File: src/rtl/pu_riscv_rf_access_ctrl.sv
// Register-file port arbiter: post-reset zero-clear of x1..xN, pipeline pass-through,
// and serialised debug-unit register reads/writes while the core is stalled.
`timescale 1ns/1ps
module pu_riscv_rf_access_ctrl #(
    parameter int XLEN    = 64,
    parameter int AR_BITS = 5
) (
    input  logic               clk,
    input  logic               rstn,
    input  logic [AR_BITS-1:0] pl_src1,
    input  logic [AR_BITS-1:0] pl_dst,
    input  logic [XLEN-1:0]    pl_dstv,
    input  logic               pl_we,
    output logic               rf_busy,
    output logic [AR_BITS-1:0] rf_src1,
    input  logic [XLEN-1:0]    rf_srcv1,
    output logic [AR_BITS-1:0] rf_dst,
    output logic [XLEN-1:0]    rf_dstv,
    output logic               rf_we,
    input  logic               du_stall,
    input  logic               du_req,
    input  logic               du_we,
    input  logic [AR_BITS-1:0] du_addr,
    input  logic [XLEN-1:0]    du_wdata,
    output logic [XLEN-1:0]    du_rdata,
    output logic               du_ack
);

    typedef enum logic [2:0] {CLEAR, RUN, DU_WR, DU_RD, DU_RDATA} state_t;

    localparam logic [AR_BITS-1:0] LAST_REG = '1;
    localparam logic [AR_BITS-1:0] FIRST_REG = AR_BITS'(1);

    state_t             state_q, state_d;
    logic [AR_BITS-1:0] clr_cnt_q, clr_cnt_d;
    logic [AR_BITS-1:0] cap_addr_q, cap_addr_d;
    logic [XLEN-1:0]    cap_data_q, cap_data_d;
    logic [XLEN-1:0]    du_rdata_q, du_rdata_d;
    logic               du_ack_q, du_ack_d;

    always_comb begin
        state_d    = state_q;
        clr_cnt_d  = clr_cnt_q;
        cap_addr_d = cap_addr_q;
        cap_data_d = cap_data_q;
        du_rdata_d = du_rdata_q;
        du_ack_d   = 1'b0;
        rf_busy    = 1'b1;
        rf_src1    = pl_src1;
        rf_dst     = '0;
        rf_dstv    = '0;
        rf_we      = 1'b0;

        case (state_q)
            CLEAR: begin
                rf_we  = 1'b1;
                rf_dst = clr_cnt_q;
                if (clr_cnt_q == LAST_REG) begin
                    clr_cnt_d = FIRST_REG;
                    state_d   = RUN;
                end else begin
                    clr_cnt_d = clr_cnt_q + AR_BITS'(1);
                end
            end
            RUN: begin
                rf_busy = 1'b0;
                rf_dst  = pl_dst;
                rf_dstv = pl_dstv;
                rf_we   = pl_we & (pl_dst != '0);
                // A pending pipeline write keeps the port, so debug waits for a quiet cycle.
                if (du_req && du_stall && !pl_we) begin
                    cap_addr_d = du_addr;
                    cap_data_d = du_wdata;
                    state_d    = du_we ? DU_WR : DU_RD;
                end
            end
            DU_WR: begin
                if (pl_we) begin
                    rf_dst  = pl_dst;
                    rf_dstv = pl_dstv;
                    rf_we   = (pl_dst != '0);
                end else begin
                    rf_dst   = cap_addr_q;
                    rf_dstv  = cap_data_q;
                    rf_we    = (cap_addr_q != '0);
                    du_ack_d = 1'b1;
                    state_d  = RUN;
                end
            end
            DU_RD: begin
                rf_src1 = cap_addr_q;
                state_d = DU_RDATA;
            end
            DU_RDATA: begin
                rf_src1    = cap_addr_q;
                du_rdata_d = (cap_addr_q == '0) ? '0 : rf_srcv1;
                du_ack_d   = 1'b1;
                state_d    = RUN;
            end
            default: begin
                state_d = CLEAR;
            end
        endcase
    end

    always_ff @(posedge clk or negedge rstn) begin
        if (!rstn) begin
            state_q    <= CLEAR;
            clr_cnt_q  <= FIRST_REG;
            cap_addr_q <= '0;
            cap_data_q <= '0;
            du_rdata_q <= '0;
            du_ack_q   <= 1'b0;
        end else begin
            state_q    <= state_d;
            clr_cnt_q  <= clr_cnt_d;
            cap_addr_q <= cap_addr_d;
            cap_data_q <= cap_data_d;
            du_rdata_q <= du_rdata_d;
            du_ack_q   <= du_ack_d;
        end
    end

    assign du_rdata = du_rdata_q;
    assign du_ack   = du_ack_q;

endmodule

File: config.mk
export PLATFORM = sky130hd
export DESIGN_NAME = pu_riscv_rf_access_ctrl
export DESIGN_NICKNAME = d
export VERILOG_FILES = /design/src/rtl/pu_riscv_rf_access_ctrl.sv
export SDC_FILE = /design/constraint.sdc
export NUM_CORES = 1
export LEC_CHECK = 0
export BUFFER_PORTS_ARGS = -buffer_cell sky130_fd_sc_hd__buf_2
export CAP_MARGIN = 20
export CORE_AREA = 3 3 135 137
export DETAILED_ROUTE_END_ITERATION = 8
export DIE_AREA = 0 0 138 140
export PLACE_DENSITY = 0.82
export SLEW_MARGIN = 20
export SYNTH_ARGS = -nofsm -noshare
export SYNTH_HDL_FRONTEND = slang
export SYNTH_SLANG_ARGS = --single-unit
File: constraint.sdc
create_clock -name clk -period 1.62 [get_ports clk]
set_input_delay 0.081 -clock clk [delete_from_list [all_inputs] [get_ports clk]]
set_output_delay 0.081 -clock clk [all_outputs]
set_load 0.02 [all_outputs]
Word-level counts from Yosys, hierarchy flattened
Index checks and enable logic that the tools add are counted.
Widths: inputs -> output; s select.
- flip-flop bits (word level): 142
- input port bits: 213
- output and inout port bits: 141
- $add $sub $neg: 1
- equality and inequality tests: 8
- multiplexer cells: 17
- bitwise gates (word level): 1
- reduce and logical (&&, ||, !) cells: 10
- operator list (kind ; count):
    $mux 64 ; 2
    $pmux 64 s2 ; 1
    $mux 5 ; 3
    $pmux 3 s5 ; 1
    $pmux 5 s3 ; 1
    $reduce_bool 5->1 ; 2
    $mux 3 ; 3
    $eq 3x2->1 const B ; 2
    $ne 2x2->1 const B ; 3
    $add 5x1->5 const B ; 1
    $eq 5x5->1 const B ; 1
    $logic_not 5->1 ; 1
    $mux 1 ; 4
    $eq 3x1->1 const B ; 1
    $eq 3x3->1 const B ; 1
    $logic_not 3->1 ; 1
    $pmux 1 s3 ; 1
    $reduce_and 3->1 ; 1
    $logic_and 1x1->1 ; 2
    $pmux 1 s2 ; 1
    $reduce_and 2->1 ; 1
    $reduce_or 2->1 ; 1
    $and 1x1->1 ; 1
    $logic_not 1->1 ; 1

Logic depth before layout (Yosys ltp)
- word-level depth: 4
- depth in mapped cells: 7
- depth with buffers taken out: 7

Least setup slack after synthesis
Ideal clock, no wire load.
- path type: reg2out
- start point: register state_q[0]
- end point: output rf_dstv[0]
- data arrival time: 1520 ps
- path slack: 19 ps
- stages on the path, launching flop included: 7
- path buffers: 3
- cells stage by stage: dfrtp_1 -> buf_2 -> nand3b_1 -> a21oi_2 -> buf_4 -> buf_4 -> a22o_1
- word-level cells in the longest chain between the ends: 2
- RTL lines (what ; RTL line ; text):
    start, declared ; 34 ; state_t state_q, state_d;
    start signal, assigned ; 115 ; state_q <= state_d;
    $eq 3x2->1 / $eq 3x1->1 (equally long branches) ; 54 ; case (state_q)
    $pmux 64 s2 * ; 54 ;
    end, declared ; 18 ; output logic [XLEN-1:0] rf_dstv,
Mark *: on every way between the ends. The rest lies on a longest branch, timed or not.

Worst setup path after layout
- start point: register state_q[1]
- end point: output rf_dst[1]
- word-level cells in the longest chain between the ends: 2
- RTL lines (what ; RTL line ; text):
    $eq 3x2->1, or another cell as far along ; 54 ;
    $pmux 5 s3 * ; 54 ;
    end, declared ; 17 ; output logic [AR_BITS-1:0] rf_dst,
Marks and branches as above.

==> results.yml <==
outcome:
  status: "finished, violations left"
  violations: "setup timing"
setup_path:
  timing_worst_setup_path_type: "reg2out"
  r2r-end: "du_rdata[50]"
  end_kind: "output pin"
  cp_slowest_cell: "a222oi_1"
  worstPathCellList: "buf_6 > nor4b_4 > bufbuf_16 > a222oi_1 > inv_1 > buf_2"
  worstReg2RegStart: "cap_addr_q[1]"
  startpoint_type: "register"
  cp-endpoint: "rf_dst[1]"
  cp_data_arrival_time_ns: 2.06
  slowest_delay_ns: 0.44
  r2r.worst_path.cells: 7
  path_max_fanout: 6
  r2r_setup_slack_ns: -0.33
  critPathLaunch: "state_q[1]"
  cp.required_ns: 1.54
sta:
  whs_ns: 0.0704
  period_share: 1.32
  worst_clock_skew_ns: 0.0157
  slew_headroom: 0.539
  fin_crit_ns: 2.14
  slew_violations: 0
  fmax_mhz: 468
  timing.final.ws_setup_ns: -0.516
  hold_violations: 0
  finalSetupTns_ns: -49.04
  rsz0062_at_grt: "true"
  setup_violations: 145
  tightestPinTransition_ns: 0.692
yosys:
  synth_top_area_frac: 0.553
  yosysUniqueCellTypes: 37
  yosys_warnings: 0
  synthTopCellsByArea: "dfrtp_1, mux2_2, a22o_1"
  syn-instance-count: 576
  synth_area_um2: 6380
  syn-num-nets: 791
  synth_seq_cells: 142
  synth_top_area_cell: "dfrtp_1"
  synth-seq-area-share: 0.557
  syn_avg_cell_area_um2: 11.1
clocking:
  clkTransAtPathRegs_ns: 0.07
  htreeDepth: 4
  cts_inserted_buffers: 17
  cts.sinks: 142
  clk_path_buf_depth: 2
  clock_latency_ns: 0.42
  cts_tree: "yes"
  root_buffer: "clkbuf_16"
route:
  drt_iter0_drc: 398
  drt_wl_total_um: 29300
  firstDrtPassIters: 5
  antenna_left: 0
  dr_total_vias: 7311
  wl_per_cell_um: 21.6
  drc: 0
  avgViaCountPerCell: 5.39
die:
  ios: 354
  die_y_um: 140
  core_area_um2: 17200
  initial_core_util: 0.371
  floorplan.die_area_um2: 19300
  die_x_um: 138
  row_count: 48
flow_run:
  max_cap_violations: 0
pwr:
  pwr-share-clk: 0.211
  p_leak_nw: 5.80
  peakVddDrop_mv: 1.07
  swShare: 0.399
  powerDensity_nw_per_um2: 1640
  comb_power_share: 0.479
  finalPower_w: 0.0195
  p_switching_w: 0.00781
  power.internal_w: 0.0117
  pwr-share-seq: 0.310
placed_design:
  port_buffers: 353
  place_ws_ns: -0.0848
  hpwl_um: 15700
  place_congestion: 0.927
  dp_cells: 1163
grt:
  grt_pass1_wl_um: 41900
  overflow: 0
  grtUsageMet2: 0.474
  grt-busiest-layer: "met2"
  grtUsageMet1: 0.293
  track_usage: 0.275
  grt_max_degree: 66
  grt_antenna_before_repair: 3
  grt_pass1_vias: 7702
  use_met3: 0.0823
layout:
  final_nets: 1332
  area_growth_pct: 86.3
  layout_common_cells: "buf_2, dfrtp_1, nand2_1"
  fin_cells: 1357
  drive_gt1_frac: 0.539
  final_common_cell: "buf_2"
hold_path:
  hp-class: "in2reg"
flip-flops by register name (all words and copies together), names as in the netlist:
signal,cells
cap_data_q,64
cap_addr_q,5
state_q,3
du_rdata,64
du_ack,1
clr_cnt_q,5
power by group through the flow:
stage / logic, W / clock network (W) / registers, W
after detailed placement: 0.00669 / 0 / 0.00593
after floorplan: 0.00310 / 0 / 0.00669
after global placement: 0.00652 / 0 / 0.00588
after CTS: 0.00801 / 0.00416 / 0.00591
final: 0.00937 / 0.00412 / 0.00606
after global routing: 0.00984 / 0.00432 / 0.00619
per-layer routing:
metal,up-vias,wire (um),part of all wire
met3,155,2500,0.085
met5,-,14,0.00048
li1,3117,-,-
met2,518,14900,0.51
met4,2,1970,0.067
met1,3519,9950,0.34
through the flow:
| stage | utilization | cell area, um^2 |
|---|---|---|
| 3_5_place_dp | 0.511 | 8770 |
| 5_1_grt | 0.692 | 11900 |
| 4_1_cts | 0.661 | 11300 |
| 2_1_floorplan | - | 6380 |
| 6_report | 0.692 | 11900 |
| 3_3_place_gp | 0.511 | 8770 |
how the worst min path moves through the flow:
stage | from | endpoint | slack, ns | depth (start not counted)
after floorplan | rstn | cap_addr_q[0] | -0.21 | 0
after global placement | rstn | du_rdata[13] | 0.07 | 1
after detailed placement | rstn | du_rdata[13] | 0.07 | 1
after CTS | du_we | state_q[0] | 0.05 | 4
after global routing | du_we | state_q[0] | 0.11 | 4
final | du_we | state_q[0] | 0.07 | 4
repair_timing:
action                     in CTS  in global routing
cloned                          4                  6
hold buffers                  134                  0
hold endpoints to repair      197                  0
setup endpoints to repair      95                209
gates resized for setup       147                122
pin swaps                      15                 43
buffers inserted                8                 10
cell usage after synthesis (all sizes together):
master	n
dfrtp	141
nand2	138
mux2	74
o21ai	69
a22o	64
buf	35
clkbuf	8
inv	6
nor2	6
a21oi	5
a222oi	5
nand2b	3
a31oi	2
and3	2
ha	2
nor3	2
o21bai	2
or3	2
or4	2
and3b	1
dfstp	1
nand3	1
nand3b	1
nand4	1
nor2b	1
nor4b	1
o21a	1
critical path, delay by kind of cell, from the launching register on:
family | cells | cell delay, ns
buf+inv | 4 | 0.65
compound gates | 1 | 0.44
flops | 1 | 0.41
simple gates | 1 | 0.14
kinds of logic (layout without fill, tap and decap cells):
| logic type | Yosys count | after routing | share of synthesized area |
|---|---|---|---|
| and+or+nand+nor | 161 | 161 | 0.109 |
| AOI/OAI and AO/OA | 148 | 148 | 0.160 |
| DFF | 142 | 142 | 0.557 |
| muxes | 74 | 74 | 0.131 |
| buffers and inverters | 49 | 603 | 0.0392 |
| adders and majority gates | 2 | 2 | 0.00392 |
| other | 0 | 2 | 0 |
cell type report:
| type | count | area [um^2] |
|---|---|---|
| Multi-Input combinational cell | 385 | 2890 |
| Clock inverter | 15 | 184 |
| Antenna cell | 2 | 5.00 |
| Fill cell | 1063 | 5290 |
| Timing Repair Buffer | 565 | 4520 |
| Inverter | 6 | 22.5 |
| Tap cell | 225 | 282 |
| Sequential cell | 142 | 3560 |
| Clock buffer | 17 | 425 |
Power figures use the tool's default switching activity.
